### src/rtl/obw_bus_arbiter.sv
// Round-robin owner sequencer for a shared tristate pad bank.
// One requester at a time drives the bus; every hand-over, including a hand-back
// to the same requester, first releases the bus for TURN_CYC cycles.
module obw_bus_arbiter #(
    parameter int NREQ     = 4,
    parameter int WIDTH    = 8,
    parameter int TURN_CYC = 1,
    parameter int MAX_HOLD = 16
) (
    input  logic                     clk_i,
    input  logic                     rst_i,
    input  logic [NREQ-1:0]          req_i,
    input  logic [NREQ*WIDTH-1:0]    din_i,
    output logic [NREQ-1:0]          gnt_o,
    output logic [$clog2(NREQ)-1:0]  owner_o,
    output logic [WIDTH-1:0]         bus_i_o,
    output logic [WIDTH-1:0]         bus_t_o,
    output logic                     busy_o
);
    localparam int OW = $clog2(NREQ);
    localparam int HW = $clog2(MAX_HOLD + 1);
    localparam int TW = $clog2(TURN_CYC + 1);

    typedef enum logic [1:0] {IDLE, GRANT, TURN} state_t;

    state_t          state_q, state_d;
    logic [OW-1:0]   owner_q, owner_d;
    logic [OW-1:0]   ptr_q, ptr_d;
    logic [HW-1:0]   hold_q, hold_d;
    logic [TW-1:0]   turn_q, turn_d;
    logic [WIDTH-1:0] bus_i_q, bus_i_d;

    logic            win_vld;
    logic [OW-1:0]   win_idx;
    logic [NREQ-1:0] own_mask;
    logic            others;

    assign own_mask = NREQ'(1) << owner_q;
    assign others   = |(req_i & ~own_mask);

    // Pick the first active request at or after the round-robin pointer.
    always_comb begin
        int k;
        win_vld = 1'b0;
        win_idx = '0;
        for (int i = 0; i < NREQ; i++) begin
            k = int'(ptr_q) + i;
            if (k >= NREQ) k = k - NREQ;
            if (!win_vld && req_i[k]) begin
                win_vld = 1'b1;
                win_idx = OW'(k);
            end
        end
    end

    // State and datapath registers; reset overrides every transition.
    always_ff @(posedge clk_i) begin
        if (rst_i) begin
            state_q <= IDLE;
            owner_q <= '0;
            ptr_q   <= '0;
            hold_q  <= '0;
            turn_q  <= '0;
            bus_i_q <= '0;
        end else begin
            state_q <= state_d;
            owner_q <= owner_d;
            ptr_q   <= ptr_d;
            hold_q  <= hold_d;
            turn_q  <= turn_d;
            bus_i_q <= bus_i_d;
        end
    end

    // Next-state: grant, hold accounting, release and turnaround countdown.
    always_comb begin
        state_d = state_q;
        owner_d = owner_q;
        ptr_d   = ptr_q;
        hold_d  = hold_q;
        turn_d  = turn_q;
        bus_i_d = bus_i_q;
        case (state_q)
            IDLE: begin
                if (win_vld) begin
                    state_d = GRANT;
                    owner_d = win_idx;
                    hold_d  = HW'(1);
                    bus_i_d = din_i[win_idx*WIDTH +: WIDTH];
                end
            end
            GRANT: begin
                if (!req_i[owner_q] || (hold_q == HW'(MAX_HOLD) && others)) begin
                    // Release: data holds its last value, pointer moves past owner.
                    state_d = TURN;
                    turn_d  = TW'(TURN_CYC);
                    hold_d  = '0;
                    ptr_d   = (owner_q == OW'(NREQ - 1)) ? '0 : owner_q + OW'(1);
                end else begin
                    bus_i_d = din_i[owner_q*WIDTH +: WIDTH];
                    hold_d  = (hold_q == HW'(MAX_HOLD)) ? HW'(1) : hold_q + HW'(1);
                end
            end
            TURN: begin
                turn_d = turn_q - TW'(1);
                if (turn_q == TW'(1)) begin
                    if (win_vld) begin
                        state_d = GRANT;
                        owner_d = win_idx;
                        hold_d  = HW'(1);
                        bus_i_d = din_i[win_idx*WIDTH +: WIDTH];
                    end else begin
                        state_d = IDLE;
                    end
                end
            end
            default: state_d = IDLE;
        endcase
    end

    // Outputs decode from registers only, so REQ/DIN never reach the pads combinationally.
    always_comb begin
        gnt_o   = (state_q == GRANT) ? own_mask : '0;
        owner_o = owner_q;
        bus_i_o = bus_i_q;
        bus_t_o = {WIDTH{state_q != GRANT}};
        busy_o  = (state_q != IDLE);
    end

endmodule

### config.mk
export PLATFORM = sky130hd
export DESIGN_NAME = obw_bus_arbiter
export DESIGN_NICKNAME = d
export VERILOG_FILES = /design/src/rtl/obw_bus_arbiter.sv
export SDC_FILE = /design/constraint.sdc
export NUM_CORES = 1
export LEC_CHECK = 0
export BUFFER_PORTS_ARGS = -buffer_cell sky130_fd_sc_hd__buf_2
export CORE_MARGIN = 5
export CORE_UTILIZATION = 45
export CTS_CLUSTER_DIAMETER = 50
export CTS_CLUSTER_SIZE = 8
export DETAILED_ROUTE_END_ITERATION = 6
export MAX_ROUTING_LAYER = met4
export PLACE_DENSITY = 0.83
export SLEW_MARGIN = 20
export SYNTH_ARGS = -nofsm -noshare
export SYNTH_HDL_FRONTEND = slang
export SYNTH_SLANG_ARGS = --single-unit
### constraint.sdc
create_clock -name clk_i -period 2.4 [get_ports clk_i]
set_input_delay 0.48 -clock clk_i [delete_from_list [all_inputs] [get_ports clk_i]]
set_output_delay 0.48 -clock clk_i [all_outputs]
set_load 0.01 [all_outputs]
=== Word-level counts from Yosys, hierarchy flattened ===
Index checks and enable logic that the tools add are counted.

* Register bits: 20
* Bits of input ports: 38
* Output and inout port bits: 23
* Logic and storage cells: 107

* Add/subtract/negate cells: 10
* $lt $le $gt $ge: 9
* Eq/ne operators: 9
* Shift operators: 3
* Mux-type cells: 47
* Bitwise gates (word level): 2
* Reductions and logical operators: 21

{| class="wikitable"
|+ Operator list
! kind !! count
|-
| < comparator 32 x 4 -> 1 bit (second input constant) || 4
|-
| two-way mux 32 bit || 4
|-
| indexed part select 32 x 6 -> 8 bit || 2
|-
| two-way mux 8 bit || 3
|-
| one-hot mux 8 bit (3 select lines) || 1
|-
| two-way mux 2 bit || 10
|-
| two-way mux 5 bit || 4
|-
| two-way mux 1 bit || 15
|-
| one-hot mux 5 bit (3 select lines) || 1
|-
| subtractor 3 x 3 -> 4 bit (second input constant) || 3
|-
| binary-select mux 1 bit (select 2 bit) || 5
|-
| greater-or-equal comparator 3 bit (second input constant) || 3
|-
| inequality test 2 bit (second input constant) || 4
|-
| AND reduction 2 bit || 4
|-
| adder 2 x 2 -> 3 bit (second input constant) || 2
|-
| one-hot mux 2 bit (3 select lines) || 1
|-
| AND reduction 3 bit || 2
|-
| nonzero test 2 bit || 3
|-
| adder 5 x 1 -> 5 bit (second input constant) || 1
|-
| == test 5 bit (second input constant) || 1
|-
| AND 4 bit || 1
|-
| == test 2 bit (second input constant) || 2
|-
| logical AND 1 bit || 4
|-
| zero test 1 bit || 4
|-
| 17 further kinds || 17
|}

=== Depth between registers and ports, before layout ===
* Depth in word-level cells: 19
* Mapped depth: 9
* Mapped depth without buffers: 8

=== Least setup slack after synthesis ===
Ideal clock, no wire load.

* Path kind: reg-to-reg
* Start point: register owner_q[0], in the netlist owner_o[0]
* End point: register bus_i_q[0], in the netlist bus_i_o[0]
* Setup time: 85 ps
* Arrival: 1925 ps
* Slack: 390 ps
* Stages on the path, launching flop included: 9
* Buffers on the path: 0
* Period minus slack after synthesis: 2010 ps
* Path through: dfxtp_1 > inv_1 > ha_1 > or2b_1 > a41oi_1 > o21ai_2 > a21oi_1 > nand2_1 > o221ai_1

* Longest elaborated chain between the ends: 8
* Elaborated cells between the ends (all ways): 14
* Those cells by class: eq/ne (1); shift (2); mux (4); bitwise (2); reduce/logical (5)

{| class="wikitable"
|+ Ends and longest elaborated chain
! element !! line !! text
|-
| start, declared || 27 || <nowiki>logic [OW-1:0] owner_q, owner_d;</nowiki>
|-
| start signal, assigned || 67 || <nowiki>owner_q <= owner_d;</nowiki>
|-
| branches (longest 8 deep; another with indexed part select 32 x 6 -> 8 bit) || n/a ||
|-
| end signal, assigned || 71 || <nowiki>bus_i_q <= bus_i_d;</nowiki>
|-
| end, declared || 31 || <nowiki>logic [WIDTH-1:0] bus_i_q, bus_i_d;</nowiki>
|}

Parallel ways; which one is timed is not known. The select of a mux whose other input is x is not followed.
A chain may end at the register's enable or synchronous reset.

=== Worst setup path after layout ===
* Start point: register owner_q[0], in the netlist owner_o[0]
* End point: register bus_i_q[7], in the netlist bus_i_o[7]

Same word-level chain as after synthesis.

==> out/metrics.cfg <==
[clock_tree]
postCtsHoldBufs = 0
cts.htree.levels = 1
max-clock-path-buffers = 2
cts.sink_count = 20
numCtsBuffers = 3
clock-root-buffer = sky130_fd_sc_hd__clkbuf_4
clkSlewWorstSetupHoldPaths_ps = 110
cts_setup_buffers = 0
clock_latency_ps = 300
tritoncts_clock_tree = built
post_cts_resize_count = 0

[synth]
share_of_yosys_cell_area_claimed_by_the_top_area_cell_type_pct = 29.88
netlist-cell-type-count = 36
post_synth_xor_area_fraction_pct = 1.961
synth_edf_count = 0
synth-adder-area-share_pct = 5.602
synth_top_family_by_area = simple AND/OR/NAND/NOR gates
synth_compound_gate_area_share_pct = 15.97
synth_area_leader_cell = sky130_fd_sc_hd__dfxtp_1
ys_async_sr_fraction_pct = 0
synth-main-ff-cell = sky130_fd_sc_hd__dfxtp_1
per_instance_average_area_after_synthesis_um2 = 8.934
synth-seq-area-share_pct = 29.88
synthMuxAreaShare_pct = 17.65
synth.yosys.warnings = 0
netlist_area_um2 = 1340
ys_top_cells_by_area = sky130_fd_sc_hd__dfxtp_1, sky130_fd_sc_hd__mux2i_1, sky130_fd_sc_hd__ha_1, sky130_fd_sc_hd__o221ai_1, sky130_fd_sc_hd__buf_4
mappedNetlistNets = 194
syn_inst_count = 150
yosys_register_bits = 20
synth-simple-area-share_pct = 18.67

[sta]
final_hold_viol_count = 0
fin_worst_skew_ps = 6.821
timing.final.ws_setup_ps = 260.1
finalWorstPathRequiredPeriod_ps = 2140
final_min_period_over_clock_period_pct = 89.16
setup-violations-final = 0
fin_tns_setup_ps = 0
worst_pin_slew_ps = 389.7
worst_slew_margin_pct = 74.01
max_freq_mhz = 467.3
rsz0062_at_grt = false
drv_slew = 0

[floorplanning]
num_io_pins = 61
core_area_um2 = 2805
floorplan.rows = 19
die_boundary_height_um = 64.57
die-area_um2 = 4169
chipWidth_um = 64.57
initial_standard_cell_utilization_of_the_core_pct = 47.77

[placed_design]
placedCellCount = 233
routability_congestion = 0.7672
io_buffer_count = 60
hpwl_detailed_mm = 2.714
dpl_cell_area_um2 = 1615
preCtsSetupSlack_ps = 217.8

[grt]
grt-ovfl-total = 0
grt_start_max_net_pins = 17
grt_first_pass_wirelength_mm = 5.354
track_usage_pct = 16.49
grt_antenna_before_repair = 0
first_global_vias = 1249

[layout]
num_antenna_cells = 0
final_layout_size_suffix_gt1_share_pct = 35.44
finalInstanceArea_um2 = 1652
layout.cells.non_filler = 237
area_growth_syn_to_layout_pct = 23.25
finish.utilization_pct = 58.88
nNetsFinal = 251

[outcome]
outcome = finished, final reports clean

[drt]
drt-total-wl_mm = 3.307
antenna_left = 0
firstDrtPassIters = 4
drc = 0
drt_iter0_markers = 58
viasPerCell = 5.270
mean_routed_wirelength_per_cell_um = 13.95
routed-via-count = 1249

[critical_path]
worstSetupPathType = reg2reg
critPathArrivalTime_ps = 2320
r2r.worst_path.cells = 7
start_kind = register
critical_path_required_ps = 2580
critPathMaxFanout = 8
timing.critical_path.to_type = register

[worst_hold_path]
hold_path_depth = 2
worst_hold_class = in2reg

[run]
cap_violations = 0

[pwr]
vdd_drop_max_v = 0.0005181
power_leakage_nw = 0.8363
power.density_cell_area_nw_per_um2 = 633.7

[cells by family after synthesis]
logic type | Yosys count
and+or+nand+nor | 49
AOI/OAI and AO/OA | 30
muxes | 22
buffers and inverters | 20
DFF | 20
adders and majority gates | 6
xor gates and xnor gates | 3
[cells in the mapped netlist, types with 2 or more instances]
library cell	number
sky130_fd_sc_hd__nor2b_1	3
sky130_fd_sc_hd__nand4_1	2
sky130_fd_sc_hd__ha_1	6
sky130_fd_sc_hd__and2_1	5
sky130_fd_sc_hd__o22ai_1	2
sky130_fd_sc_hd__xor2_1	3
sky130_fd_sc_hd__o21a_1	2
sky130_fd_sc_hd__nor2_1	14
sky130_fd_sc_hd__a21oi_1	6
sky130_fd_sc_hd__mux2i_1	21
sky130_fd_sc_hd__nand2b_1	4
sky130_fd_sc_hd__nand3_1	2
sky130_fd_sc_hd__o21ai_0	5
sky130_fd_sc_hd__inv_1	8
sky130_fd_sc_hd__buf_4	7
sky130_fd_sc_hd__buf_6	2
sky130_fd_sc_hd__nand2_1	13
sky130_fd_sc_hd__o221ai_1	8
sky130_fd_sc_hd__dfxtp_1	20
[per-stage QoR]
stage	power, mW	hold WS, ps
global placement	0.8473	440.2
floorplan	0.7416	479.4
global route	1.116	471.0
finish	1.047	471.7
CTS	1.052	465.6
detailed placement	0.8584	448.6
[final timing paths]
path         startpoint          to  slack (ps)
min reg2reg  bus_i_o[2]  bus_i_o[2]         480
max reg2reg  owner_o[0]  bus_i_o[7]         260
min               rst_i  state_q[1]         470
max          owner_o[0]  bus_i_o[7]         260
[registers in the layout, summed over array words and instances (netlist names)]
register  count
bus_i_o       8
hold_q        5
owner_o       2
ptr_q         2
state_q       2
turn_q        1
[area by class of cell]
cell class | count | area [µm²]
fillers | 270 | 1154
multi-input cells | 110 | 802.0
flip-flops and latches | 20 | 400.4
repair buffers | 63 | 335.3
inverters | 9 | 38.79
well taps | 31 | 38.79
clock buffers | 4 | 36.28
[power breakdown]
group / leakage [nW] / internal (mW) / switching, mW / total (mW)
logic: 0.651 / 0.205 / 0.225 / 0.431
clock network: 0.0210 / 0.0926 / 0.103 / 0.195
registers: 0.165 / 0.381 / 0.0397 / 0.421
[cell usage in the layout (no fill, tap or decap), drive strengths merged, types with 6 or more instances in the layout]
master and instances:
ha 6, buf 63, dfxtp 20, mux2i 21, o221ai 8, nor2 14, inv 8, o21ai 6
and2 6, nand2 13, a21oi 6
[critical path, stage by stage (launching register included)]
cell,delay (ps)
sky130_fd_sc_hd__dfxtp_1,490
sky130_fd_sc_hd__inv_1,130
sky130_fd_sc_hd__ha_1,220
sky130_fd_sc_hd__or2b_1,220
sky130_fd_sc_hd__a41oi_1,290
sky130_fd_sc_hd__o21ai_2,180
sky130_fd_sc_hd__nand3b_1,300
sky130_fd_sc_hd__o221ai_1,180
[per-layer routing]
metal | vias up | wire length (µm) | track usage (%)
met4 | 0 | 25 | 5.277
met5 | - | 0 | -
met3 | 4 | 129 | 4.663
li1 | 639 | - | -
met2 | 22 | 1781 | 28.35
met1 | 584 | 1370 | 18.50
Power figures use the tool's default switching activity.
